$ cat config.mk
export PLATFORM = sky130hd
export DESIGN_NAME = if_id_inst_queue
export DESIGN_NICKNAME = d
export VERILOG_FILES = /design/src/rtl/if_id_inst_queue.sv
export SDC_FILE = /design/constraint.sdc
export NUM_CORES = 1
export LEC_CHECK = 0
export BUFFER_PORTS_ARGS = -buffer_cell sky130_fd_sc_hd__buf_2
export CAP_MARGIN = 15
export CORE_UTILIZATION = 57
export DETAILED_ROUTE_END_ITERATION = 8
export PLACE_DENSITY = 0.77
export SLEW_MARGIN = 25
export SYNTH_ARGS = -nofsm -noshare
export SYNTH_HDL_FRONTEND = slang
export SYNTH_SLANG_ARGS = --single-unit
$ cat constraint.sdc
create_clock -name clk_i -period 6.95 [get_ports clk_i]
set_input_delay 1.39 -clock clk_i [delete_from_list [all_inputs] [get_ports clk_i]]
set_output_delay 1.39 -clock clk_i [all_outputs]
set_load 0.03 [all_outputs]
$ cat src/rtl/if_id_inst_queue.sv
// DEPTH-entry instruction queue between fetch and decode, with flush, an exception fence and occupancy count.
// Optional zero-latency empty-queue bypass when IF_ID_QUEUE_BYPASS_EN is defined.
module if_id_inst_queue #(
  parameter int DEPTH   = 4,
  parameter int PC_W    = 40,
  parameter int INST_W  = 32,
  parameter int CAUSE_W = 6,
  localparam int PTR_W  = $clog2(DEPTH)
) (
  input  logic               clk_i,
  input  logic               rstn_i,
  input  logic               flush_i,
  input  logic               push_valid_i,
  output logic               push_ready_o,
  input  logic [PC_W-1:0]    push_pc_i,
  input  logic [INST_W-1:0]  push_inst_i,
  input  logic               push_xcpt_valid_i,
  input  logic [CAUSE_W-1:0] push_xcpt_cause_i,
  input  logic               push_pred_taken_i,
  input  logic [PC_W-1:0]    push_pred_addr_i,
  output logic               pop_valid_o,
  input  logic               pop_ready_i,
  output logic [PC_W-1:0]    pop_pc_o,
  output logic [INST_W-1:0]  pop_inst_o,
  output logic               pop_xcpt_valid_o,
  output logic [CAUSE_W-1:0] pop_xcpt_cause_o,
  output logic               pop_pred_taken_o,
  output logic [PC_W-1:0]    pop_pred_addr_o,
  output logic [PTR_W:0]     count_o
);

  typedef struct packed {
    logic [PC_W-1:0]    pc;
    logic [INST_W-1:0]  inst;
    logic               xcpt_valid;
    logic [CAUSE_W-1:0] xcpt_cause;
    logic               pred_taken;
    logic [PC_W-1:0]    pred_addr;
  } entry_t;

  localparam logic [PTR_W:0] CNT_FULL = (PTR_W+1)'(DEPTH);

  entry_t           mem [DEPTH];
  entry_t           push_ent;
  entry_t           head;
  logic [PTR_W-1:0] wr_ptr, rd_ptr;
  logic [PTR_W:0]   count;
  logic             fence;
  logic             empty;
  logic             bypass;
  logic             push_fire;
  logic             wr_en;
  logic             rd_en;

  assign push_ent = {push_pc_i, push_inst_i, push_xcpt_valid_i, push_xcpt_cause_i,
                     push_pred_taken_i, push_pred_addr_i};

  assign empty        = (count == '0);
  assign push_ready_o = (count < CNT_FULL) && !fence;
  assign push_fire    = push_valid_i && push_ready_o;

`ifdef IF_ID_QUEUE_BYPASS_EN
  // Empty queue and a ready decoder: hand the fetch entry straight through without storing it.
  assign bypass = empty && push_valid_i && pop_ready_i && !fence && !flush_i;
`else
  assign bypass = 1'b0;
`endif

  assign wr_en = push_fire && !bypass;
  assign rd_en = !empty && pop_ready_i;

  assign pop_valid_o = !empty || bypass;

  // Data fields read as zero when nothing is presented, so stale storage never leaks out.
  always_comb begin
    head = '0;
    if (bypass)      head = push_ent;
    else if (!empty) head = mem[rd_ptr];
  end

  assign pop_pc_o         = head.pc;
  assign pop_inst_o       = head.inst;
  assign pop_xcpt_valid_o = head.xcpt_valid;
  assign pop_xcpt_cause_o = head.xcpt_cause;
  assign pop_pred_taken_o = head.pred_taken;
  assign pop_pred_addr_o  = head.pred_addr;
  assign count_o          = count;

  always_ff @(posedge clk_i) begin
    if (wr_en && rstn_i && !flush_i) mem[wr_ptr] <= push_ent;
  end

  always_ff @(posedge clk_i) begin
    if (!rstn_i || flush_i) begin
      wr_ptr <= '0;
      rd_ptr <= '0;
      count  <= '0;
      fence  <= 1'b0;
    end else begin
      if (wr_en) wr_ptr <= wr_ptr + 1'b1;
      if (rd_en) rd_ptr <= rd_ptr + 1'b1;
      case ({wr_en, rd_en})
        2'b10:   count <= count + 1'b1;
        2'b01:   count <= count - 1'b1;
        default: count <= count;
      endcase
      // Nothing younger than a faulting fetch may enter until the pipeline is redirected.
      if (push_fire && push_xcpt_valid_i) fence <= 1'b1;
    end
  end

endmodule

**After elaboration in Yosys (flattened, before gate mapping)**

Memory sizes are Yosys's and may differ from the RTL's. A register that Yosys moved wholly into a read port is not among the register bits.
Cells that the tools add are included.
Widths: inputs -> output; s select.

- Bits in registers: 8
- Bits in writable memories: 480
- Memories kept: 1

Memories:

| name | words | width | read ports | clocked after Yosys merged registers in | write ports | RTL line | RTL |
|---|---|---|---|---|---|---|---|
| mem | 4 | 120 | 1 | 1 | 1 | 43 | `entry_t mem [DEPTH];` |

- Add/sub/neg operators: 4
- $lt $le $gt $ge: 1
- Equal/unequal tests: 2
- Muxes and demuxes: 6
- Reductions and logical operators: 13

Operators with widths:

| cell | count |
|---|---|
| $mux 120 | 1 |
| $logic_and 1x1->1 | 6 |
| $pmux 3 s2 | 1 |
| $add 2x1->2 const B | 2 |
| $logic_not 1->1 | 4 |
| $mux 2 | 2 |
| $add 3x1->3 const B | 1 |
| $logic_not 3->1 | 1 |
| $lt 3x3->1 const B | 1 |
| $sub 3x1->3 const B | 1 |
| $eq 2x1->1 const B | 1 |
| $eq 2x2->1 const B | 1 |
| $mux 1 | 2 |
| $reduce_bool 2->1 | 1 |
| $logic_or 1x1->1 | 1 |

**Depth between registers and ports, before layout**

- Depth after elaboration: 7
- Gate-level depth with buffers: 8
- Depth with buffers taken out: 8

**Least setup slack after synthesis**

No wires, ideal clock.

- Path kind: input-to-reg
- From: input push_valid_i
- To: memory mem[0][0] (netlist name), enable pin
- Arrival time: 4846 ps
- Slack: 1610 ps
- Cell stages on the path: 4
- Path buffers: 0
- Cells stage by stage: nor3b_1 inv_1 nor2_1 and2_1

- Longest elaborated chain between the ends: 5

Ends and longest elaborated chain:

| item | RTL line | RTL |
|---|---|---|
| start, declared | 13 | `input logic push_valid_i,` |
| $logic_and 1x1->1 | 60 | `assign push_fire = push_valid_i && push_ready_o;` |
| $logic_and 1x1->1 (2 in series) | 90 | `if (wr_en && rstn_i && !flush_i) mem[wr_ptr] <= push_ent;` |
| $mux 1 | 90 |  |
| $mux 1 (implied by the code) | 90 |  |
| end, declared | 43 |  |

No other way between the ends.

==> impl_metrics.tcl <==
set metrics [dict create \
    status "completed" \
    setup_viol 0 \
    place.gp.congestion 0.7104 \
    crit_buf_inv 2 \
    io_buffers 249 \
    synth_edf_count 480 \
    post_cts_buffers 0 \
    synth_warnings 0 \
    yosysSeqAreaShare 0.7856 \
    timing.slew.headroom 0.3372 \
    postSynthAreaPerCell_um2 22.82 \
    maxCapViolations 0 \
    ant_nets 0 \
    period_needed_ns 4.349 \
    pre_cts_slack_ns 2.809 \
    worst_setup_path_start_kind "flop" \
    drv_slew 0 \
    layout-drive-gt1-share 0.3998 \
    async_reset_ff_frac 0 \
    grt_pass1_wl_um 53400 \
    syn_inst 815 \
    criticalPathCategory "reg -> out" \
    crit_chain "buf_4, mux4_2, and2_1, buf_2" \
    yosys_register_bits 490 \
    syn_area_mm2 0.01860 \
    worstPathArrival_ns 2.96 \
    antenna_found_initial 12 \
    grtUsageTotal 0.2173 \
    cpLargestDelayFamily "flip-flops" \
    core_mm2 0.03180 \
    max_stage_delay_ns 0.83 \
    critPathMaxFanout 35 \
    insertion_delay_ns 0.54 \
    finalWorstSetupSlack_ns 2.601 \
    ir_drop_uv 230.1 \
    drtIter0Drc 690 \
    syn_nets 946 \
    cts_resized 0 \
    p_leak_nw 7.404 \
    min_path_type "reg -> reg" \
    routed-via-count 8829 \
    cts_hold_buffers 0 \
    final_nets 1218 \
    post-route-drc-count 0 \
    worst-endpoint-required_ns 5.56 \
    fin_crit_sh 0.6258 \
    die_w_um 182.7 \
    tns_ns 0 \
    cts_sinks 490 \
    hold_viol 0 \
    grt_pass1_vias 9024 \
    root_buffer "clkbuf_16" \
    synth_ff_type "edfxtp_1" \
    wirelength_um 35500 \
    wl_per_cell_um 22.76 \
    grt.overflow.total 0 \
    num_rows 65 \
    cts_buffers 47 \
    yosys.cell_types.count 22 \
    rrSetupSlack_ns 3.90 \
    dieHeight_um 182.7 \
    yosysTopAreaCell "edfxtp_1" \
    rsz0062_at_grt "no" \
    clockBufferDepth 3 \
    synth_top_area_frac 0.7749 \
    viasPerCell 5.660 \
    ios 250 \
    grt_max_degree 69 \
    first_pass_iters 5 \
    die_area_mm2 0.03336 \
    clock_skew_ns 0.01577 \
    worst_pin_slew_ns 0.9942 \
    design_power_total_mw 5.966 \
    cts_tree "yes" \
    htreeDepth 2 \
    worst_setup_path_end_kind "primary output" \
    clk_pin_slew_ns 0.06 \
    max_freq_mhz 229.9 \
    cpMaxStageDelayCell "dfxtp_4" \
    synthTopCellsByArea "edfxtp_1, mux4_2, and2_1" \
    start_util 0.5850 \
    syn2layout_area_growth_pct 16.67 \
    power_density_mw_per_mm2 274.9 \
    dpl.hpwl_um 21330 \
]
==> tightest hold or removal path: cells and delay by family, from the launching register on <==
family / cells / cell delay (ns)
AOI/OAI and AO/OA: 1 / 0.05
DFF: 1 / 0.35
and+or+nand+nor: 1 / 0.07
==> placed cells by master, fill, tap and decap left out <==
| cell | synthesis | final |
|---|---|---|
| edfxtp_1 | 480 | 480 |
| buf_2 | 12 | 249 |
| mux4_2 | 120 | 120 |
| and2_1 | 124 | 120 |
| clkbuf_16 | 0 | 47 |
| clkbuf_1 | 17 | 16 |
| buf_4 | 1 | 12 |
| nor2_1 | 10 | 10 |
| dfxtp_1 | 10 | 8 |
| diode_2 | 0 | 7 |
| inv_1 | 7 | 7 |
| clkinv_1 | 0 | 7 |
| ha_1 | 5 | 5 |
| and2_4 | 0 | 4 |
| xor2_1 | 4 | 4 |
| a21oi_1 | 4 | 4 |
| clkinv_2 | 0 | 4 |
| inv_6 | 0 | 3 |
| nand2_1 | 2 | 2 |
| dfxtp_4 | 0 | 2 |
| bufinv_16 | 0 | 2 |
| o31ai_1 | 1 | 1 |
| or3_4 | 0 | 1 |
| nor3b_1 | 1 | 1 |
| nand2b_1 | 1 | 1 |
| xnor2_1 | 1 | 1 |
| o311ai_0 | 1 | 1 |
| o21ai_0 | 1 | 1 |
| or3_1 | 2 | 1 |
| fa_1 | 1 | 1 |
| clkinv_4 | 0 | 1 |
| buf_16 | 0 | 1 |
| buf_12 | 0 | 1 |
==> logic make-up after synthesis <==
logic type / count (synthesis) / synth area share
mux: 120 / 0.1453
xor+xnor: 5 / 0.002354
flops: 490 / 0.7856
compound gates: 7 / 0.002220
fa+ha+maj: 6 / 0.004439
simple gates: 140 / 0.04554
buf+inv: 47 / 0.01453
==> cell usage after synthesis (all sizes together) (2+ instances only) <==
cell type    n
edfxtp     480
a21oi        4
nand2        2
ha           5
buf         23
or3          2
mux4       120
inv          7
and2       124
xor2         4
nor2        10
clkbuf      17
dfxtp       10
==> sequential cells by signal, indices dropped and copies added (netlist names), named ones only <==
| register | flops |
|---|---|
| fence | 1 |
| mem | 480 |
| wr_ptr | 2 |
| count_o | 3 |
| rd_ptr | 2 |
==> worst paths after layout <==
check / depth (start not counted) / end / startpoint
min: 2 / fence / fence
max: 4 / pop_inst_o[18] / flop
max reg2reg: 5 / mem[3][75] / count_o[2]
min reg2reg: 2 / fence / fence
==> metrics by stage <==
stage                     utilization  instances  cell area [µm²]  hold slack, ns
after CTS                      0.6811       1552            21660          0.5046
after detailed placement       0.6378       1472            20280          0.4967
final                          0.6825       1560            21700          0.5074
after global routing           0.6822       1556            21690          0.5426
after global placement         0.6378       1472            20280          0.4826
after floorplan                     -        815            18600          0.4605
==> layer usage <==
metal	vias up	GRT usage	part of all wire
met1	4582	0.3073	0.42
met5	-	0	0.0015
li1	3870	-	-
met3	54	0.05288	0.072
met2	313	0.3464	0.49
met4	10	0.05311	0.015
==> report_power, final <==
group          internal [mW]  switching, mW  total (mW)
sequential              3.28         0.0119        3.29
clock                   1.32           1.01        2.33
combinational          0.122          0.229       0.351
total                   4.72           1.25        5.97
==> final cells by class <==
class	count	area, µm²
antenna	7	17.52
clock buffer	63	1236
clock inverter	17	141.4
fill	2005	10100
inverter	7	26.28
multi-input combinational	278	3732
sequential	490	14620
tap	435	544.3
timing repair buffer	263	1384
Note: power is estimated with default switching activity, not from simulation.
